--- src/rtl/pipe_stage_reg.sv ---
// Generic inter-stage pipeline register with stall, bubble, flush
// and saturating stall/bubble performance counters.
module pipe_stage_reg #(
  parameter int DATA_W      = 106,
  parameter int WE_W        = 5,
  parameter int INST_W      = 32,
  parameter int STALL_W     = 6,
  parameter int UP_IDX      = 4,
  parameter bit ZERO_BUBBLE = 1'b1,
  parameter int CNT_W       = 16
) (
  input  logic               clk,
  input  logic               rst,
  input  logic [STALL_W-1:0] stall,
  input  logic               flush,
  input  logic               in_valid,
  input  logic [WE_W-1:0]    in_we,
  input  logic [DATA_W-1:0]  in_data,
  input  logic [INST_W-1:0]  in_inst,
  input  logic               cnt_clr,
  output logic               out_valid,
  output logic [WE_W-1:0]    out_we,
  output logic [DATA_W-1:0]  out_data,
  output logic [INST_W-1:0]  out_inst,
  output logic [CNT_W-1:0]   bubble_cnt,
  output logic [CNT_W-1:0]   hold_cnt
);

  localparam int DN_IDX = UP_IDX + 1;

  typedef enum logic [2:0] {
    ACT_RST,
    ACT_FLUSH,
    ACT_BUBBLE,
    ACT_LOAD,
    ACT_HOLD
  } act_e;

  logic up_stop;
  logic dn_stop;

  generate
    if (DN_IDX >= STALL_W) begin : g_bad_idx
      $error("pipe_stage_reg: UP_IDX+1 must be below STALL_W");
      assign up_stop = 1'b0;
      assign dn_stop = 1'b0;
    end else begin : g_idx
      assign up_stop = stall[UP_IDX];
      assign dn_stop = stall[DN_IDX];
    end
  endgenerate

  act_e act;

  always_comb begin
    act = ACT_LOAD;
    if (rst)
      act = ACT_RST;
    else if (flush)
      act = ACT_FLUSH;
    else if (up_stop && !dn_stop)
      act = ACT_BUBBLE;
    else if (up_stop)
      act = ACT_HOLD;
  end

  logic              valid_d;
  logic [WE_W-1:0]   we_d;
  logic [DATA_W-1:0] data_d;
  logic [INST_W-1:0] inst_d;

  always_comb begin
    valid_d = out_valid;
    we_d    = out_we;
    data_d  = out_data;
    inst_d  = out_inst;
    unique case (act)
      ACT_RST, ACT_FLUSH: begin
        valid_d = 1'b0;
        we_d    = '0;
        data_d  = '0;
        inst_d  = '0;
      end
      ACT_BUBBLE: begin
        valid_d = 1'b0;
        we_d    = '0;
        inst_d  = in_inst;
        if (ZERO_BUBBLE)
          data_d = '0;
      end
      ACT_LOAD: begin
        valid_d = in_valid;
        // a non-valid slot must never write back
        we_d    = in_valid ? in_we : '0;
        data_d  = in_data;
        inst_d  = in_inst;
      end
      ACT_HOLD: begin
        valid_d = out_valid;
      end
      default: begin
        valid_d = 1'b0;
        we_d    = '0;
      end
    endcase
  end

  always_ff @(posedge clk) begin
    out_valid <= valid_d;
    out_we    <= we_d;
    out_data  <= data_d;
    out_inst  <= inst_d;
  end

  localparam logic [CNT_W-1:0] CNT_MAX = '1;

  logic bub_inc;
  logic hold_inc;

  assign bub_inc  = (act == ACT_BUBBLE);
  assign hold_inc = (act == ACT_HOLD);

  always_ff @(posedge clk) begin
    if (rst || cnt_clr) begin
      bubble_cnt <= '0;
      hold_cnt   <= '0;
    end else begin
      if (bub_inc && bubble_cnt != CNT_MAX)
        bubble_cnt <= bubble_cnt + 1'b1;
      if (hold_inc && hold_cnt != CNT_MAX)
        hold_cnt <= hold_cnt + 1'b1;
    end
  end

endmodule

--- config.mk ---
export PLATFORM = sky130hd
export DESIGN_NAME = pipe_stage_reg
export DESIGN_NICKNAME = d
export VERILOG_FILES = /design/src/rtl/pipe_stage_reg.sv
export SDC_FILE = /design/constraint.sdc
export NUM_CORES = 1
export LEC_CHECK = 0
export ABC_CLOCK_PERIOD_IN_PS = 8260
export CORE_ASPECT_RATIO = 0.9
export CORE_UTILIZATION = 44
export CTS_BUF_LIST = sky130_fd_sc_hd__clkbuf_16
export DETAILED_ROUTE_END_ITERATION = 6
export PLACE_DENSITY = 0.82
export SETUP_SLACK_MARGIN = 0.15
export SLEW_MARGIN = 20
export SYNTH_ARGS = -nofsm -noshare
export SYNTH_HDL_FRONTEND = slang
export SYNTH_SLANG_ARGS = --single-unit
--- constraint.sdc ---
create_clock -name clk -period 8.26 [get_ports clk]
set_clock_uncertainty 0.05 [all_clocks]
set_input_delay 1.239 -clock clk [delete_from_list [all_inputs] [get_ports clk]]
set_output_delay 1.239 -clock clk [all_outputs]
set_load 0.01 [all_outputs]
Yosys cells after proc, flatten, opt, wreduce, memory -nomap -nowiden --
Index checks and enable logic that the tools add are counted.
Storage, ports and cells: register bits after elaboration 176, output and inout bits 176, bits of input ports 154, logic and storage cells 34
Cells by class: add/subtract/negate cells 2, multiplexer cells 9, equal/unequal tests 6, reduce and logical (&&, ||, !) cells 11
Operators by type and width (number):
- 106-bit one-hot mux with 2 select lines | 1
- 32-bit one-hot mux with 2 select lines | 1
- 16-bit by 1-bit adder with 16-bit output (second input constant) | 2
- 16-bit inequality test (second input constant) | 2
- 3-bit two-way mux | 4
- 5-bit one-hot mux with 2 select lines | 1
- 3-bit by 2-bit == test with 1-bit output (second input constant) | 2
- 5-bit two-way mux | 1
- 2-bit nonzero test | 2
- 2-bit OR reduction | 2
- 3-bit by 1-bit == test with 1-bit output (second input constant) | 1
- 3-bit == test (second input constant) | 1
- 1-bit logical AND | 3
- 3-bit logical NOT | 1
- 3-bit OR reduction | 1
- 1-bit one-hot mux with 2 select lines | 1
- 1-bit logical NOT | 1
- 1-bit logical OR | 1

Longest topological paths before layout --
word-level depth 8, gate-level depth with buffers 7, gate-level depth less buffers 5

Worst setup path after synthesis --
No wires, ideal clock.
path type input to register, start point input rst, end point register out_data[0] (enable), required time 7.750 ns, buffers on the path 1, setup slack 4.141 ns, stages 3, data arrival time 3.609 ns, setup time 0.460 ns, cells stage by stage buf_6 > and4bb_4 > inv_1
On the way: word-level cells in the longest chain between the ends 4, elaborated cells on any way between the ends 7, those cells by class eq/ne (3); mux (1); reduce/logical (3)
Ends and longest elaborated chain:
- from (decl) | RTL line 13 | input logic rst,
- 3-bit two-way mux * | RTL line 57 | if (rst)
- 3-bit by 2-bit == test with 1-bit output (tied with other cells) | RTL line 77 | unique case (act)
- 3-bit OR reduction (no source line)
- 2-bit nonzero test (no source line) *
- to (signal assigned) | RTL line 111 | out_data <= data_d;
- to (decl) | RTL line 23 | output logic [DATA_W-1:0] out_data,
Every way passes the cells marked *; elsewhere a longest branch is shown, timed or not. A chain may end at the register's enable or synchronous reset.

Worst setup path after layout --
start point input rst, end point register bubble_cnt[9]
On the way: word-level cells in the longest chain between the ends 3, elaborated cells on any way between the ends 4, those cells by class eq/ne (1); mux (1); reduce/logical (2)
Ends and longest elaborated chain:
- 3-bit two-way mux | RTL line 57
- 3-bit by 2-bit == test with 1-bit output | RTL line 120 | assign bub_inc = (act == ACT_BUBBLE);
- 1-bit logical AND | RTL line 128 | if (bub_inc && bubble_cnt != CNT_MAX)
- to (signal assigned) | RTL line 129 | bubble_cnt <= bubble_cnt + 1'b1;
- to (decl) | RTL line 25 | output logic [CNT_W-1:0] bubble_cnt,
Parallel ways exist; a longest one is shown, timed or not.

==> run_results.csv <==
group,metric,value,unit
outcome,outcome,"finished clean",
final_layout,drive_above_1_share,0.0472,
detailed_routing,via_count,5512,
clock_tree,cts.sink_count,176,
global_route,gr-total-overflow,0,
detailed_routing,wirelength,20700,um
final_layout,multi_input_area,1930,um2
worst_setup_path,ff2ff_path_depth,6,
logic_synthesis,synth_top_area_frac,0.616,
worst_setup_path,critical-path-top-delay-family,"simple AND/OR/NAND/NOR gates",
place,dp.final_hpwl,14600,um
sta,rsz0062_at_grt,"false",
logic_synthesis,netlist_instances,515,
worst_setup_path,cp.depth,5,
clock_tree,cts_inserted_buffers,17,
worst_setup_path,rr_endpoint,"hold_cnt[15]",
clock_tree,clk_pin_slew,0.07,ns
worst_setup_path,required,8.57,ns
die,die_w,135,um
logic_synthesis,synth_edf_count,144,
global_route,antenna_found_initial,1,
die,rows,43,
logic_synthesis,synth_ff_type,"edfxtp_1",
sta,setup_viol,0,
logic_synthesis,synthArstFlopShare,0,
final_layout,regArea,4960,um2
logic_synthesis,yosys_warnings,0,
detailed_routing,ant_nets,0,
sta,setup-tns-final,0,ns
sta,period_needed,3.49,ns
power_and_ir_drop,totalPowerFinal,2.05,mW
final_layout,fill_cells,1005,
clock_tree,cts_resized,0,
detailed_routing,avgViaCountPerCell,5.25,
final_layout,syn2layout_area_growth,57.6,%
worst_setup_path,slowest_stage,"nor4b_1",
sta,slew-limit-headroom,0.374,
place,numPortBuffers,325,
clock_tree,cts_tree,"yes",
die,start_util,0.453,
worst_setup_path,timing_worst_setup_path_type,"input port to flip-flop",
die,dieArea,16500,um2
place,preCtsSetupSlack,4.41,ns
clock_tree,cts_buffer_depth,2,
flow_run,cap_violations,0,
die,core_area,15500,um2
clock_tree,post_cts_buffers,0,
worst_setup_path,r2r_start,"hold_cnt[0]",
die,die_height,122,um
detailed_routing,drt_iter0_drc,301,
final_layout,nets,991,
detailed_routing,dr.pass1.iters,5,
final_layout,antenna_cells,0,
global_route,grt_max_degree,113,
logic_synthesis,synth_cell_types,39,
sta,fin_crit_sh,0.422,
worst_setup_path,cp-end-kind,"flip-flop",
clock_tree,hold_buffers,0,
place,gp_congestion,0.887,
logic_synthesis,synth-seq-area-share,0.708,
worst_setup_path,worstSetupStartpoint,"rst",
clock_tree,htreeDepth,4,
worst_setup_path,arrival,3.79,ns
worst_setup_path,crit_chain,"clkdlybuf4s50_1 -> nor4b_1 -> nand2_1 -> or4_1 -> a21oi_1",
place,dpl.cell_count,1018,
worst_setup_path,crit_path_max_fanout,10,
detailed_routing,route.detailed.drc,0,
logic_synthesis,ys_ff_latch,176,
global_route,grt_usage,0.247,
power_and_ir_drop,vdd_drop_max,0.000141,V
sta,hold_violations,0,
worst_setup_path,cp.buffers_inverters,1,
worst_setup_path,critPathMaxStageDelay,0.89,ns
die,pin_count,330,
sta,tightest_slew,0.925,ns
detailed_routing,drt-wirelength-per-cell,19.7,um
worst_setup_path,reg2reg_slack,6.01,ns
power_and_ir_drop,power.density,185,nW/um2
logic_synthesis,syn_avg_cell_area,13.6,um2
global_route,grt_pass1_wl,29600,um
worst_setup_path,crit_path_start_kind,"input port",
worst_setup_path,cp-endpoint,"bubble_cnt[9]",
clock_tree,cts_root_buf,"clkbuf_16",
power_and_ir_drop,p_leak,4.11,nW
logic_synthesis,syn-num-nets,671,
logic_synthesis,netlist_area,7020,um2
logic_synthesis,synth_area_leaders,"edfxtp_1 62%, and2_1 12%, dfxtp_1 9.1%",
hold_path,hold_class,"flip-flop to flip-flop",
clock_tree,clock_latency,0.43,ns
final_layout,finalNonFillerCells,1050,
logic_synthesis,yosysTopAreaCell,"edfxtp_1",
global_route,first_global_vias,5219,
sta,fmax,287,MHz
sta,setup_slack,4.77,ns
sta,slew_violations,0,
[stage by stage]
step           utilization  hold WS (ns)  instance area (um2)
6_report             0.714         0.456                11100
5_1_grt              0.714         0.504                11100
4_1_cts              0.714         0.453                11100
3_5_place_dp         0.674         0.441                10500
3_3_place_gp         0.674         0.431                10500
2_1_floorplan            -         0.448                 7020
[report_power, final]
group,switching (mW),internal (mW)
sequential,0.0106,0.994
clock,0.358,0.482
combinational,0.0742,0.133
total,0.442,1.61
[cells in the mapped netlist, types with 6 or more instances]
library cell	instances
edfxtp_1	144
and2_1	140
dfxtp_1	32
clkbuf_1	24
a21oi_1	22
nand2_1	22
nand3_1	13
or4_1	13
o31ai_1	12
and3_1	10
o21ai_0	9
or3_1	9
nand4_1	8
and4_1	6
nor3_1	6
[cells in the final DEF (no fill, tap or decap), types with 4 or more instances in the layout]
cell type / netlist / layout
nor3_1: 6 / 5
and3_1: 10 / 10
a21oi_1: 22 / 22
or4_1: 13 / 13
and4_1: 6 / 6
or3_1: 9 / 9
nand4_1: 8 / 8
clkbuf_16: 0 / 17
nand2_1: 22 / 22
dfxtp_1: 32 / 32
nand3_1: 13 / 13
edfxtp_1: 144 / 144
clkdlybuf4s50_1: 0 / 325
mux2i_1: 4 / 4
inv_6: 0 / 5
o21ai_0: 9 / 9
o31ai_1: 12 / 12
o41ai_1: 4 / 4
buf_4: 0 / 4
inv_1: 4 / 4
and2_1: 140 / 140
[state kept, by name (all words and copies together), names as in the netlist]
register	count
bubble_cnt	16
out_valid	1
out_data	106
out_inst	32
out_we	5
hold_cnt	16
[area by class of cell]
type | instances | share of cell area
Timing Repair Buffer | 329 | 0.297
Tap cell | 202 | 0.0229
Clock buffer | 17 | 0.0385
Sequential cell | 176 | 0.449
Multi-Input combinational cell | 306 | 0.174
Inverter | 5 | 0.00192
Clock inverter | 15 | 0.0166
[worst min-delay path, delay by kind of cell (launching register included)]
kind,cells,cell delay (ns)
flops,1,0.34
simple gates,1,0.06
mux,1,0.06
[how the worst min path moves through the flow]
stage                             start             to  slack [ns]  cells past startpoint
final                       hold_cnt[1]    hold_cnt[1]        0.46                      2
after global routing        hold_cnt[8]    hold_cnt[8]        0.50                      1
after CTS                   hold_cnt[1]    hold_cnt[1]        0.45                      2
after detailed placement    hold_cnt[1]    hold_cnt[1]        0.44                      2
after global placement    bubble_cnt[6]  bubble_cnt[6]        0.43                      2
after floorplan           bubble_cnt[6]  bubble_cnt[6]        0.45                      2
[per-layer routing]
metal / wire (um) / vias to the layer above / global-route usage
li1: - / 2542 / -
met1: 7630 / 2671 / 0.285
met2: 10800 / 261 / 0.432
met3: 1750 / 36 / 0.0728
met4: 516 / 2 / 0.0927
met5: 13 / - / 0
[cell families after synthesis]
kind of cell	Yosys count	share of synthesized area
muxes	4	0.00571
AOI/OAI and AO/OA	60	0.0551
DFF	176	0.708
adders and majority gates	2	0.00357
buffers and inverters	33	0.0191
and+or+nand+nor	240	0.209
Power figures use the tool's default switching activity.
